## config.mk

```make
export PLATFORM = sky130hd
export DESIGN_NAME = tag_cap_ctrl
export DESIGN_NICKNAME = d
export VERILOG_FILES = /design/src/rtl/tag_cdt_pkg.sv /design/src/rtl/tag_rd_arb.sv /design/src/rtl/tag_cap_ctrl.sv
export SDC_FILE = /design/constraint.sdc
export NUM_CORES = 1
export LEC_CHECK = 0
export BUFFER_PORTS_ARGS = -buffer_cell sky130_fd_sc_hd__buf_4
export CAP_MARGIN = 20
export CELL_PAD_IN_SITES_DETAIL_PLACEMENT = 1
export CELL_PAD_IN_SITES_GLOBAL_PLACEMENT = 1
export CORE_ASPECT_RATIO = 1.1
export CORE_UTILIZATION = 40
export DETAILED_ROUTE_END_ITERATION = 7
export GPL_TIMING_DRIVEN = 0
export PLACE_DENSITY = 0.83
export SLEW_MARGIN = 15
export SYNTH_ARGS = -nofsm -noshare
export SYNTH_HDL_FRONTEND = slang
export SYNTH_SLANG_ARGS = --single-unit
```

## constraint.sdc

```tcl
create_clock -name clk -period 2.6 [get_ports clk]
set_input_delay 0.39 -clock clk [delete_from_list [all_inputs] [get_ports clk]]
set_output_delay 0.39 -clock clk [all_outputs]
set_load 0.01 [all_outputs]
```

## src/rtl/tag_cdt_pkg.sv

```systemverilog
// Shared definitions for the tag capture controller: state encodings,
// default capture-RAM geometry and read-requester identifiers.
package tag_cdt_pkg;

    localparam int ADDR_W  = 12;    // capture-RAM address width
    localparam int MAX_EVT = 2048;  // records per capture when nevt is 0 or too large
    localparam int EVT_W   = 16;    // event-header counter width
    localparam int NEVT_W  = 12;    // width of the nevt request field

    typedef enum logic [1:0] {
        ST_IDLE       = 2'd0,
        ST_WAIT_START = 2'd1,
        ST_CAPTURE    = 2'd2,
        ST_DONE       = 2'd3
    } cap_state_e;

    typedef enum logic {
        REQ_A = 1'b0,   // host readout
        REQ_B = 1'b1    // monitor
    } req_id_e;

endpackage

```

## src/rtl/tag_rd_arb.sv

```systemverilog
// Two-way round-robin read arbiter for the capture RAM. Grants, read enable
// and read address are registered; data valid follows the grant by one cycle
// to line up with the RAM's one-cycle read latency.
module tag_rd_arb #(
    parameter int ADDR_W = tag_cdt_pkg::ADDR_W
) (
    input  logic              clk,
    input  logic              rst,
    input  logic              en_i,
    input  logic              req_a_i,
    input  logic              req_b_i,
    input  logic [ADDR_W-1:0] addr_a_i,
    input  logic [ADDR_W-1:0] addr_b_i,
    output logic              gnt_a_o,
    output logic              gnt_b_o,
    output logic              ren_o,
    output logic [ADDR_W-1:0] raddr_o,
    output logic              valid_a_o,
    output logic              valid_b_o
);

    import tag_cdt_pkg::*;

    req_id_e           prio_q, prio_d;
    logic              gnt_a_q, gnt_a_d;
    logic              gnt_b_q, gnt_b_d;
    logic              ren_q, ren_d;
    logic [ADDR_W-1:0] raddr_q, raddr_d;
    logic              valid_a_q, valid_b_q;

    // Pick at most one winner per cycle; the side not granted last has priority.
    always_comb begin
        // NOTE: every output of this block gets a default first so no path
        // leaves it unassigned, which would otherwise infer a latch.
        gnt_a_d = 1'b0;
        gnt_b_d = 1'b0;
        ren_d   = 1'b0;
        raddr_d = raddr_q;
        prio_d  = prio_q;
        if (en_i) begin
            if (req_a_i && (!req_b_i || prio_q == REQ_A)) begin
                gnt_a_d = 1'b1;
                ren_d   = 1'b1;
                raddr_d = addr_a_i;
                prio_d  = REQ_B;
            end else if (req_b_i) begin
                gnt_b_d = 1'b1;
                ren_d   = 1'b1;
                raddr_d = addr_b_i;
                prio_d  = REQ_A;
            end
        end
    end

    // Register the grant and RAM controls; valid trails the grant by one cycle.
    always_ff @(posedge clk) begin
        // NOTE: state registers use non-blocking assignments so every flop
        // samples the pre-edge values regardless of statement order.
        if (rst) begin
            prio_q    <= REQ_A;
            gnt_a_q   <= 1'b0;
            gnt_b_q   <= 1'b0;
            ren_q     <= 1'b0;
            raddr_q   <= '0;
            valid_a_q <= 1'b0;
            valid_b_q <= 1'b0;
        end else begin
            prio_q    <= prio_d;
            gnt_a_q   <= gnt_a_d;
            gnt_b_q   <= gnt_b_d;
            ren_q     <= ren_d;
            raddr_q   <= raddr_d;
            valid_a_q <= gnt_a_q;
            valid_b_q <= gnt_b_q;
        end
    end

    assign gnt_a_o   = gnt_a_q;
    assign gnt_b_o   = gnt_b_q;
    assign ren_o     = ren_q;
    assign raddr_o   = raddr_q;
    assign valid_a_o = valid_a_q;
    assign valid_b_o = valid_b_q;

endmodule

```

## src/rtl/tag_cap_ctrl.sv

```systemverilog
// Capture controller: skips a programmed number of fiber event headers, then
// enables the record writer until the requested number of records has been
// written. The capture RAM is read back through a round-robin arbiter that
// only serves requests while no capture is in progress.
module tag_cap_ctrl #(
    parameter int ADDR_W  = tag_cdt_pkg::ADDR_W,
    parameter int MAX_EVT = tag_cdt_pkg::MAX_EVT
) (
    input  logic              clk,
    input  logic              rst,
    input  logic              arm,
    input  logic              abort,
    input  logic [15:0]       start_evt,
    input  logic [11:0]       nevt,
    input  logic              evt_mark,
    input  logic              wr_strobe,
    output logic              cap_ena,
    output logic [ADDR_W-1:0] wr_addr,
    output logic [1:0]        state,
    output logic [ADDR_W:0]   n_cap,
    input  logic              rd_req_a,
    input  logic              rd_req_b,
    input  logic [ADDR_W-1:0] rd_addr_a,
    input  logic [ADDR_W-1:0] rd_addr_b,
    output logic              rd_gnt_a,
    output logic              rd_gnt_b,
    output logic              ram_ren,
    output logic [ADDR_W-1:0] ram_raddr,
    output logic              rd_valid_a,
    output logic              rd_valid_b
);

    import tag_cdt_pkg::*;

    localparam int CNT_W = ADDR_W + 1;

    cap_state_e        state_q, state_d;
    logic [EVT_W-1:0]  evt_cnt_q, evt_cnt_d;
    logic [EVT_W-1:0]  start_q, start_d;
    logic [CNT_W-1:0]  nevt_q, nevt_d;
    logic [CNT_W-1:0]  n_cap_q, n_cap_d;
    logic [ADDR_W-1:0] wr_addr_q, wr_addr_d;
    logic [CNT_W-1:0]  nevt_eff;
    logic              rd_en;

    // Zero or an oversized request both mean a full-length capture.
    assign nevt_eff = (nevt != '0 && int'(nevt) <= MAX_EVT) ? CNT_W'(nevt)
                                                            : CNT_W'(MAX_EVT);

    // Capture sequencing: abort first, then arm / event skip / record count.
    always_comb begin
        state_d   = state_q;
        evt_cnt_d = evt_cnt_q;
        start_d   = start_q;
        nevt_d    = nevt_q;
        n_cap_d   = n_cap_q;
        wr_addr_d = wr_addr_q;
        if (abort) begin
            // n_cap and wr_addr keep the partial-run result for readout.
            state_d = ST_IDLE;
        end else begin
            case (state_q)
                ST_IDLE, ST_DONE: begin
                    if (arm) begin
                        evt_cnt_d = '0;
                        wr_addr_d = '0;
                        n_cap_d   = '0;
                        start_d   = start_evt;
                        nevt_d    = nevt_eff;
                        state_d   = ST_WAIT_START;
                    end
                end
                ST_WAIT_START: begin
                    if (evt_mark) begin
                        if (evt_cnt_q == start_q) begin
                            state_d = ST_CAPTURE;
                        end else if (evt_cnt_q != '1) begin
                            evt_cnt_d = evt_cnt_q + EVT_W'(1);
                        end
                    end
                end
                ST_CAPTURE: begin
                    if (wr_strobe) begin
                        wr_addr_d = wr_addr_q + ADDR_W'(1);
                        n_cap_d   = n_cap_q + CNT_W'(1);
                        if (n_cap_q + CNT_W'(1) == nevt_q) begin
                            state_d = ST_DONE;
                        end
                    end
                end
                default: state_d = ST_IDLE;
            endcase
        end
    end

    // Capture state and counters, synchronous reset.
    always_ff @(posedge clk) begin
        if (rst) begin
            state_q   <= ST_IDLE;
            evt_cnt_q <= '0;
            start_q   <= '0;
            nevt_q    <= '0;
            n_cap_q   <= '0;
            wr_addr_q <= '0;
        end else begin
            state_q   <= state_d;
            evt_cnt_q <= evt_cnt_d;
            start_q   <= start_d;
            nevt_q    <= nevt_d;
            n_cap_q   <= n_cap_d;
            wr_addr_q <= wr_addr_d;
        end
    end

    assign cap_ena = (state_q == ST_CAPTURE);
    assign wr_addr = wr_addr_q;
    assign n_cap   = n_cap_q;
    assign state   = state_q;

    // The RAM write port belongs to the writer while a run is in progress.
    assign rd_en = (state_q == ST_IDLE) || (state_q == ST_DONE);

    tag_rd_arb #(
        .ADDR_W (ADDR_W)
    ) u_rd_arb (
        .clk       (clk),
        .rst       (rst),
        .en_i      (rd_en),
        .req_a_i   (rd_req_a),
        .req_b_i   (rd_req_b),
        .addr_a_i  (rd_addr_a),
        .addr_b_i  (rd_addr_b),
        .gnt_a_o   (rd_gnt_a),
        .gnt_b_o   (rd_gnt_b),
        .ren_o     (ram_ren),
        .raddr_o   (ram_raddr),
        .valid_a_o (rd_valid_a),
        .valid_b_o (rd_valid_b)
    );

endmodule

```

Word-level counts from Yosys, hierarchy flattened
Cells that the tools add are included.

word-level totals
  bits in registers = 90
  latch bits = 0
  bits in writable memories = 0
  ROM bits = 0
  input port bits = 60
  output and inout port bits = 45
  word-level logic and storage cells = 77
  memories = 0

cells by class
  add/sub/neg operators = 3
  $mul = 0
  divide/modulo/power cells = 0
  order comparisons = 1
  eq/ne operators = 13
  shifts and indexed selects = 0
  multiplexer cells = 25
  bitwise operators = 3
  reductions and logical operators = 19

operators with widths
  cell                   number
  $mux 16                4
  $mux 12                5
  $pmux 16 s2            1
  $mux 13                2
  $pmux 13 s2            1
  $pmux 12 s2            1
  $add 16x1->16 const B  1
  $eq 16x16->1           1
  $ne 16x16->1 const B   1
  $add 13x1->13 const B  1
  $eq 13x13->1           1
  $add 12x1->12 const B  1
  $le 12x12->1 const B   1
  $ne 2x2->1 const B     6
  $reduce_bool 12->1     1
  $mux 2                 5
  $pmux 2 s3             1
  $reduce_and 6->1       1
  $reduce_bool 2->1      3
  $reduce_or 2->1        3
  $mux 1                 5
  $reduce_and 5->1       1
  $eq 2x2->1 const B     2
  $reduce_and 4->1       1
  10 further kinds       14

Logic depth before layout (Yosys ltp)
Gate-level depths: netlist of the first run.

  depth after elaboration = 5
  depth in mapped cells = 10
  gate-level depth less buffers = 9

Modules after synthesis
A second synthesis of the first run with hierarchy kept.

second synthesis, totals
  cell total of the unflattened synthesis = 538
  area total of the unflattened synthesis = 4367.9 um2

modules (own cells, without submodules)
  module        times used  cells an instance  area an instance (um2)  sequential area each (um2)
  tag_cap_ctrl  1           456                3604.7                  1421.4
  tag_rd_arb    1           82                 763.2                   360.3

Least setup slack after synthesis of the first run
Ideal clock, no wire load.

  path kind = register -> register
  start point = register n_cap_q[0], in the netlist n_cap[0]
  end point = register state_q[0], in the netlist state[0]
  setup time = 0.123 ns
  arrival time = 2.004 ns
  required time = 2.477 ns
  path slack = 0.473 ns
  stages on the path, launching flop included = 10
  buffers on the path = 1
  period minus slack after synthesis = 2.127 ns
  path through = dfxtp_1 > ha_1 > and3_1 > buf_4 > nor4_2 > o21a_1 > nor3_1 > a2111oi_4 > o211ai_2 > mux2i_1

on the way
  word-level cells in the longest chain between the ends = 4

ends and longest elaborated chain
  item                        line                 source
  start, declared             tag_cap_ctrl.sv:41   logic [CNT_W-1:0] n_cap_q, n_cap_d;
  start signal, assigned      tag_cap_ctrl.sv:110  n_cap_q <= n_cap_d;
  $add 13x1->13               tag_cap_ctrl.sv:86   if (n_cap_q + CNT_W'(1) == nevt_q) begin
  $eq 13x13->1                tag_cap_ctrl.sv:86
  $ne 2x1->1 (no line)        --
  $reduce_and 5->1 (no line)  --
  end signal, assigned        tag_cap_ctrl.sv:106  state_q <= state_d;
  end, declared               tag_cap_ctrl.sv:37   cap_state_e state_q, state_d;

No other way between the ends.
A chain may end at the register's enable or synchronous reset.

Worst setup path in the final report of the first run
Ends and elaborated chain as after synthesis.

==> run metrics, run 1 <==
status=finished, final reports clean; #FFs+latches synth=89; post-synthesis sequential area ratio=around two fifths; Layout fillers=about 1,400; Sw Pwr=790 uW; Avg Vias per Cell=about 5.3; dominant synthesized flop cell=dfxtp_1; Rel. slew slack=between 60 and 70%; # clock sinks=slightly below 90; CP startpoint kind=flip-flop; CTS H-tree lvls=3; DR iter-0 viols=between 100 and 150; DIE WIDTH=a little over 100 um; switching share of power=26.0%; largest net degree at the start of global routing=14; mux share of post-synthesis cell area=under 10%; Critical Path AT=2.64 ns; antenna violations before repair=0; adder-cell share of the synthesized area=around 1.7%; Slew Limit Fails=0; worst slew pin tran=roughly 0.56 ns; syn avg cell area=about 8.3 um^2; clk_skew=roughly 0.0072 ns; Gate Count Post-Synth=roughly 540; max-cap violation count=0; Die Span Y=roughly 110 um; Synth Net Count=around 600; Worst-Skew Late Latency=between 0.3 and 0.4 ns; minimum clock period=between 2 and 2.5 ns; final setup margin=approximately 0.19 ns; layout cells sized above 1=roughly 22%; post-synth cell types=59; vias in the first global route=roughly 4,400; period utilization=92.7%; Nets=716; largest family of logic cells by synthesized area=simple AND/OR/NAND/NOR gates; WL final=roughly 13 mm; GRT overflow=0; Post-Synth Simple-Gate Area=between 20% and 30%; gpl congestion=0.894; cts repair resizes=0; vias=~4,200; Power Internal=2.25 mW; Initial Util=between 40% and 50%; Post-DP HPWL=approximately 10 mm; Post-CTS Setup Inserts=0; WL/cell=16.1 um; asr flop ratio synth=0%; hold crit path type=in -> reg; CTS tree=built; Final Hold Vio Count=0; CTS hold repair buffers=0; Lkg Pwr=2.22 nW; xor and xnor area share after synthesis=11.6%; YS warnings=0; I/O pins=~110; drt first pass iters=4; Inserted Clock Buffers=9; critical path class=reg -> reg; global-route wire length before repair=between 20 and 25 mm; Max IR drop VDD=between 0.0002 and 0.0003 V; Placement Rows=40; part of the power in registers=~48%; pre-CTS WS=0.208 ns; Core Region=10,900 um^2; worst-path fanout max=7; post-synthesis compound-gate area fraction=a little over an eighth; P per Cell Area=about 540 nW/um^2; number of synthesized flops with an enable pin=0; RSZ-0062 raised after global routing=false; GRT Total Usage=a little under a quarter; Clk pwr share=37.8%; root buffer cell=clkbuf_16; setup violators final=0; clk buf depth=2; Fmax achieved=roughly 0.41 GHz; setup TNS=0 ns; Post-Syn Area=~4500 um^2; port buffer count=104; antenna viol nets, final=0; Setup crit end kind=flip-flop; Worst-path clk slew=around 0.060 ns; critical path required time=~2.8 ns; area grow syn2layout=27.3%; power share of the combinational group=between 10 and 15%; die area=roughly 12,000 um^2; number of diodes=0; Post-route DRC=0
[cells in the mapped netlist, types with 2 or more instances]
cell	instances	area, um^2
nor2_1	72	270
inv_1	8	30.0
nand2b_1	4	25.0
xor2_1	27	236
nor4_1	4	25.0
or3_1	4	25.0
nand4_1	15	93.8
nor2b_1	3	18.8
nor3_1	14	70.1
xnor2_1	30	263
nand3_2	2	20.0
ha_1	6	75.1
buf_1	2	7.51
nand2_1	76	285
mux2i_1	14	140
buf_2	8	40.0
o21ai_1	2	10.0
a22oi_1	6	45.0
and4_1	4	35.0
nand3b_1	6	45.0
clkbuf_1	18	67.6
nor3b_1	2	15.0
a31oi_1	3	18.8
o21ai_0	8	40.0
o21bai_1	2	15.0
a21oi_1	38	190
buf_6	2	22.5
a211oi_1	13	97.6
a311oi_1	2	17.5
and3_1	5	31.3
nand3_1	18	90.1
nor4_2	2	25.0
dfxtp_1	89	1780
[stage by stage]
stage | instance area, um^2 | util, % | cells | hold WS (ns) | power, mW
4_1_cts | 5670 | 52.2 | 800 | 0.294 | 3.07
6_report | 5670 | 52.2 | 800 | 0.299 | 3.04
2_1_floorplan | 4450 | - | 535 | 0.443 | 1.72
5_1_grt | 5670 | 52.2 | 800 | 0.316 | 3.17
3_5_place_dp | 5420 | 49.9 | 786 | 0.461 | 1.92
3_3_place_gp | 5420 | 49.9 | 786 | 0.447 | 1.91
[path summary, 6_finish.rpt]
kind / depth (start not counted) / start / end / slack (ns)
max: 9 / n_cap[0] / state[0] / 0.19
min: 3 / start_evt[9] / start_q[9] / 0.30
max reg2reg: 9 / n_cap[0] / state[0] / 0.19
min reg2reg: 2 / nevt_q[5] / nevt_q[5] / 0.47
[kinds of logic (layout without fill, tap and decap cells)]
logic type	count (synthesis)	count (layout)
multiplexers	15	15
flip-flops	89	89
XOR/XNOR	58	58
AND/OR/NAND/NOR	241	241
AO/OA/AOI/OAI	87	87
buffers and inverters	39	157
adder cells (fa/ha/maj)	6	6
[metal layers]
| metal | up-vias | share of wire, % | global-route usage (%) |
|---|---|---|---|
| met2 | 115 | 49 | 39.9 |
| met1 | 2007 | 43 | 28.9 |
| met3 | 21 | 5.9 | 4.61 |
| met5 | - | 0 | 0 |
| li1 | 2078 | - | - |
| met4 | 0 | 2.0 | 8.95 |
[cells in the final DEF (no fill, tap or decap), types with 4 or more instances in the layout]
| cell | count |
|---|---|
| nor4_1 | 4 |
| nor2_1 | 72 |
| and3_1 | 5 |
| nand2b_1 | 4 |
| a21oi_1 | 38 |
| a22oi_1 | 6 |
| mux2i_1 | 14 |
| clkbuf_16 | 9 |
| o21ai_0 | 8 |
| a211oi_1 | 13 |
| nand3b_1 | 6 |
| or3_1 | 4 |
| nor3_1 | 14 |
| nand4_1 | 15 |
| ha_1 | 6 |
| and4_1 | 4 |
| xor2_1 | 27 |
| clkbuf_1 | 19 |
| nand3_1 | 18 |
| inv_1 | 8 |
| nand2_1 | 76 |
| xnor2_1 | 30 |
| buf_2 | 8 |
| buf_4 | 105 |
| dfxtp_1 | 89 |
[worst max-delay path, stage by stage (launching register included)]
cell and delay, ns:
dfxtp_1 0.49, ha_1 0.32, and3_1 0.18, buf_4 0.15
nand4_1 0.10, nor4_1 0.23, nor3_1 0.13, a2111oi_4 0.42
o211ai_2 0.15, mux2i_1 0.14
[sequential cells by signal, indices dropped and copies added, names as in the netlist]
signal              count
evt_cnt_q              16
n_cap                  13
nevt_q                 12
start_q                16
state                   2
u_rd_arb.gnt_a_o        1
u_rd_arb.gnt_b_o        1
u_rd_arb.prio_q         1
u_rd_arb.raddr_o       12
u_rd_arb.ren_o          1
u_rd_arb.valid_a_o      1
u_rd_arb.valid_b_o      1
wr_addr                12
[power by group through the flow]
stage / logic, mW / clock network [mW] / registers [mW]
after floorplan: 0.229 / 0 / 1.49
after global placement: 0.423 / 0 / 1.48
after detailed placement: 0.437 / 0 / 1.49
after CTS: 0.440 / 1.18 / 1.46
after global routing: 0.477 / 1.23 / 1.46
final: 0.434 / 1.15 / 1.46
[final cells by class]
| class | instances | area [um^2] | area share (%) |
|---|---|---|---|
| plain buffers | 31 | 145 | 2.56 |
| clock buffers | 10 | 229 | 4.04 |
| clock inverters | 4 | 22.5 | 0.397 |
| inverters | 8 | 30.0 | 0.530 |
| multi-input cells | 407 | 2500 | 44.0 |
| flip-flops and latches | 89 | 1780 | 31.4 |
| well taps | 147 | 184 | 3.24 |
| repair buffers | 104 | 781 | 13.8 |
Note: power is estimated with default switching activity, not from simulation.
==> run 2, diff against run 1 <==
Settings changed: CORE_MARGIN set to 3, RECOVER_POWER set to 25.
==> run 2 against run 1 <==
  * Sequential cell count did not move
  * Cell count decreased by 0.50%
  * Sequential power hardly changed
  * Global-route usage fell by 0.53 points
  * Setup slack worse by 0.038 ns
  * Critical endpoint is now n_cap[7]
  * Highest routed layer unchanged
==> run metrics, run 2 (synthesis gave the netlist of run 1 again) <==
P per Cell Area=610 nW/um^2 (+14%); Power Internal=2.63 mW (+17%); power share of the combinational group=12.3% (-2.0 points); register area=1780 um^2 (about the same); max-cap violation count=0 (unchanged); CP startpoint kind=flip-flop; Setup crit end kind=flip-flop; reg2reg start=state[0]; CP Buf/Inv Count=3 (+2); WL/cell=17.6 um (+9.7%); Initial Util=41.9% (+0.86 points); Rel. slew slack=62.5% (-0.27 points); DIE WIDTH=107 um (+3.9%); CP max-delay cell=or4_2; cts repair resizes=0 (unchanged); pre-CTS WS=0.175 ns (-0.0329 ns); Sw Pwr=827 uW (+4.7%); launch point of the critical path=state[0]; hold crit path type=in -> reg; status=finished, final reports clean; r2r setup slk=0.15 ns (-0.04 ns); Cell Area, Placed=5410 um^2 (about the same); Post-Layout Inst Area=5660 um^2 (-0.11%); fin cells=796 (-0.50%); Top delay family on crit path=simple AND/OR/NAND/NOR gates; clk buf depth=2 (unchanged); Util after Layout=53.2% (+1.0 points); Worst Hold End=nevt_q[2]; Worst Min Path Start=nevt[2]; Layout fillers=1,341 (-2.3%); critical path class=reg -> reg; Final Hold Vio Count=0 (unchanged); layout cells sized above 1=18.4% (-3.8 points); Critical Path Max Stage Delay=0.63 ns (+0.14 ns); Cell Chain, Critical Path=inv_1, ha_1, inv_1, o211a_1, buf_2, nand2_1, or4_2, a21oi_1; critical path required time=2.87 ns (+0.04 ns); Pwr Total=3.45 mW (+14%); Clk pwr share=45.6% (+7.8 points); setup TNS=0 ns (unchanged); die area=12,400 um^2 (+7.6%); Placed Cells=782 (-0.51%); critical path's most frequent cell=inv_1; part of the power in registers=42.1% (-5.8 points); drt first pass iters=4 (unchanged); largest net degree at the start of global routing=15 (+1); antenna violations before repair=0 (unchanged); switching share of power=23.9% (-2.0 points); commonest non-fill, non-tap cell in the layout=dfxtp_1; Post-CTS Setup Inserts=0 (unchanged); most frequent cells in the layout=88 x dfxtp_1, 76 x nand2_1, 74 x buf_4; Die Span Y=117 um (+3.6%); # clock sinks=89 (unchanged); worst-path fanout max=10 (+3); global-route wire length before repair=22.8 mm (+7.9%); worst slew pin tran=0.562 ns (+0.00402 ns); number of diodes=0 (unchanged); R2R Path End=n_cap[7]; vias=4,331 (+2.6%); Placement Rows=39 (-2.5%); area occupied by multi-input gates=2500 um^2 (+0.35%); setup violators final=0 (unchanged); period utilization=94.2% (+1.5 points); R2R cell count=8 (-1); GRT Total Usage=23.0% (-0.53 points); clk_skew=0.00555 ns (-0.00164 ns); CTS hold repair buffers=0 (unchanged); RSZ-0062 raised after global routing=false; WL final=14.0 mm (+9.2%); area grow syn2layout=27.2%; CTS tree=built; gpl congestion=0.881 (-1.4%); root buffer cell=clkbuf_16; Final Hold Slack=0.292 ns (-0.00684 ns); Post-route DRC=0 (unchanged); minimum clock period=2.45 ns (+0.0384 ns); Worst-Skew Late Latency=0.34 ns (about the same); antenna viol nets, final=0 (unchanged); Post-DP HPWL=10.7 mm (+6.3%); CTS H-tree lvls=3 (unchanged); Core Region=10,600 um^2 (-2.1%); Inserted Clock Buffers=9 (unchanged); port buffer count=104 (unchanged); Slew Limit Fails=0 (unchanged); Fmax achieved=0.408 GHz (-1.6%); DR iter-0 viols=186 (+38%); Avg Vias per Cell=5.44 (+3.1%); Critical Path AT=2.72 ns (+0.08 ns); final setup margin=0.150 ns (-0.0384 ns); I/O pins=105 (unchanged); Lkg Pwr=2.14 nW (-3.2%); vias in the first global route=4,568 (+4.3%); hold path depth=3 (unchanged); Crit. path cell count=8 (-1); Nets=716 (unchanged); GRT overflow=0 (unchanged); Max IR drop VDD=0.000259 V (-13%); Worst-path clk slew=0.06 ns (about the same)
[run 2: changes by cell type in the layout (fill, tap and decap cells not counted), sizes merged]
cell,previous run,this run
clkbuf,28,59
buf,117,85
clkinv,3,0
bufinv,0,4
inv,8,9
clkinvlp,1,0
[run 2: layout make-up]
class	instances	area share, %
plain buffers	31	2.61
flip-flops and latches	89	31.5
repair buffers	104	11.7
clock buffers	9	3.98
clock inverters	5	2.28
inverters	8	0.530
well taps	143	3.16
multi-input cells	407	44.2
[run 2: power by group through the flow]
stage / sequential [mW] / clock, mW / combinational, mW
3_5_place_dp: 1.49 / 0 / 0.444
3_3_place_gp: 1.48 / 0 / 0.423
5_1_grt: 1.46 / 1.64 / 0.471
4_1_cts: 1.46 / 1.59 / 0.450
2_1_floorplan: 1.49 / 0 / 0.229
6_report: 1.46 / 1.57 / 0.425
[run 2: how the worst max path moves through the flow]
stage	end	slack [ns]
2_1_floorplan	state[0]	0.47
3_3_place_gp	state[1]	0.22
3_5_place_dp	state[0]	0.18
4_1_cts	state[0]	0.15
5_1_grt	n_cap[7]	0.01
6_report	n_cap[7]	0.15
[run 2: metal layers]
| layer | GRT usage, % | wire length [um] | vias up | share of wire, % |
|---|---|---|---|---|
| li1 | - | - | 2087 | - |
| met1 | 27.8 | 6060 | 2111 | 43 |
| met2 | 40.4 | 6960 | 116 | 50 |
| met3 | 4.98 | 774 | 17 | 5.5 |
| met4 | 8.27 | 246 | 0 | 1.8 |
| met5 | 0 | 0 | - | 0 |
[run 2: worst reg2reg max path, stage by stage, from the launching register on]
cell	delay [ns]
dfxtp_1	0.43
inv_1	0.07
ha_1	0.31
inv_1	0.25
o211a_1	0.21
buf_2	0.21
nand2_1	0.10
or4_2	0.63
a21oi_1	0.16
==> run 3, diff against run 2 <==
--- a/config.mk
+++ b/config.mk
@@ -17,3 +17,3 @@
 export PLACE_DENSITY = 0.83
-export RECOVER_POWER = 25
+export RECOVER_POWER = 100
 export SLEW_MARGIN = 15
@@ -22 +22,2 @@
 export SYNTH_SLANG_ARGS = --single-unit
+export TNS_END_PERCENT = 100
==> constraint.sdc (replaced) <==
create_clock -name clk -period 2.6 [get_ports clk]
set_input_delay 0.26 -clock clk [delete_from_list [all_inputs] [get_ports clk]]
set_output_delay 0.26 -clock clk [all_outputs]
set_load 0.01 [all_outputs]
==> run 3 against run 2 <==
  * Global-route usage unchanged
  * Routed wire length up 0.26%
  * Clock power about the same
  * Clock-buffer cell count unchanged
  * Final area down 0.93%
  * Register-to-register slack about the same
  * Power about the same
  * Fmax down 0.31%
  * Critical path depth unchanged
  * Clock skew about the same
  * Critical path type unchanged
  * Critical endpoint unchanged
  * Largest power group unchanged
==> run metrics, run 3 (synthesis gave the netlist of run 1 again) <==
status=finished, final reports clean; GRT overflow=0 (unchanged); setup violators final=0 (unchanged); Inserted Clock Buffers=9 (unchanged); commonest non-fill, non-tap cell in the layout=dfxtp_1; CTS H-tree lvls=3 (unchanged); critical path required time=2.87 ns (about the same); antenna violations before repair=0 (unchanged); Layout fillers=1,345 (+0.30%); Initial Util=41.9% (unchanged); root buffer cell=clkbuf_16; critical path class=reg -> reg; Worst-Skew Late Latency=0.34 ns (about the same); worst-path fanout max=10 (unchanged); Lkg Pwr=2.08 nW (-2.8%); period utilization=94.5% (+0.29 points); port buffer count=104 (unchanged); P per Cell Area=616 nW/um^2 (+0.96%); global-route wire length before repair=22.8 mm (unchanged); clk_skew=0.00578 ns (+0.000226 ns); WL final=14.1 mm (+0.26%); Setup crit end kind=flip-flop; GRT Total Usage=23.0% (unchanged); most frequent cells in the layout=88 x dfxtp_1, 76 x nand2_1, 72 x nor2_1; WL/cell=17.7 um (+0.26%); CTS hold repair buffers=0 (unchanged); Die Span Y=117 um (unchanged); I/O pins=105 (unchanged); clk buf depth=2 (unchanged); largest net degree at the start of global routing=15 (unchanged); minimum clock period=2.46 ns (+0.00764 ns); Rel. slew slack=47.0% (-15 points); antenna viol nets, final=0 (unchanged); RSZ-0062 raised after global routing=false; CTS tree=built; max-cap violation count=0 (unchanged); number of diodes=0 (unchanged); # clock sinks=89 (unchanged); DR iter-0 viols=165 (-11%); Post-DP HPWL=10.7 mm (unchanged); die area=12,400 um^2 (unchanged); vias in the first global route=4,568 (unchanged); Final Hold Slack=0.162 ns (-0.130 ns); hold crit path type=in -> reg; area grow syn2layout=26.0%; gpl congestion=0.881 (unchanged); drt first pass iters=4 (unchanged); Fmax achieved=0.407 GHz (-0.31%); Final Hold Vio Count=0 (unchanged); layout cells sized above 1=16.2% (-2.1 points); CP startpoint kind=flip-flop; Avg Vias per Cell=5.44 (unchanged); vias=4,331 (unchanged); Max IR drop VDD=0.000259 V (about the same); Nets=716 (unchanged); Slew Limit Fails=0 (unchanged); Critical Path AT=2.73 ns (about the same); worst slew pin tran=0.787 ns (+0.225 ns); DIE WIDTH=107 um (unchanged); Post-route DRC=0 (unchanged); Core Region=10,600 um^2 (unchanged); setup TNS=0 ns (unchanged); Worst-path clk slew=0.06 ns (about the same); Placement Rows=39 (unchanged)
==> run 3: timing repair <==
item / in CTS / in global routing
setup endpoints to repair: 0 / 11
resized for setup: 0 / 6
buffers inserted: 0 / 0
==> run 3: path summary, 6_finish.rpt <==
kind                  start         to  slack, ns  cells after the start
setup / recovery   state[0]   n_cap[7]       0.14                      8
hold / removal      nevt[2]  nevt_q[2]       0.16                      3
setup reg to reg   state[0]   n_cap[7]       0.14                      8
hold reg to reg   nevt_q[3]  nevt_q[3]       0.47                      2
==> run 3: layer usage <==
layer,vias up,part of all wire (%),GRT usage (%)
met5,-,0,0
met1,2126,43,27.8
met2,106,50,40.4
li1,2087,-,-
met3,12,5.5,4.98
met4,0,1.4,8.27
==> run 3: through the flow <==
step                      utilization [%]  power [mW]  worst slack, ns  instances  area, um^2
after floorplan                         -        1.72            0.473        535        4450
after global placement               50.9        1.91            0.216        782        5410
after detailed placement             50.9        1.93            0.175        782        5410
after CTS                            54.2        3.50            0.150        796        5770
after global routing                 52.7        3.58           0.0141        796        5610
final                                52.7        3.46            0.143        796        5610
==> run 3: critical path, cell delays in order, from the launching register on <==
cell,delay [ns]
dfxtp_1,0.43
inv_1,0.07
ha_1,0.37
nand2b_1,0.21
o211a_1,0.19
buf_2,0.21
nand2_1,0.10
or4_2,0.63
a21oi_1,0.17
==> run 3: cell type report <==
cell class / count / area [um^2] / share of cell area [%]
plain buffers: 31 / 148 / 2.63
clock buffers: 9 / 225 / 4.01
clock inverters: 5 / 129 / 2.30
inverters: 8 / 30.0 / 0.535
multi-input cells: 407 / 2500 / 44.6
flip-flops and latches: 89 / 1780 / 31.8
well taps: 143 / 179 / 3.19
repair buffers: 104 / 612 / 10.9
==> run 3: where the power goes <==
part,internal [mW],switching [mW]
sequential,1.42,0.0388
combinational,0.180,0.244
clock,1.03,0.547
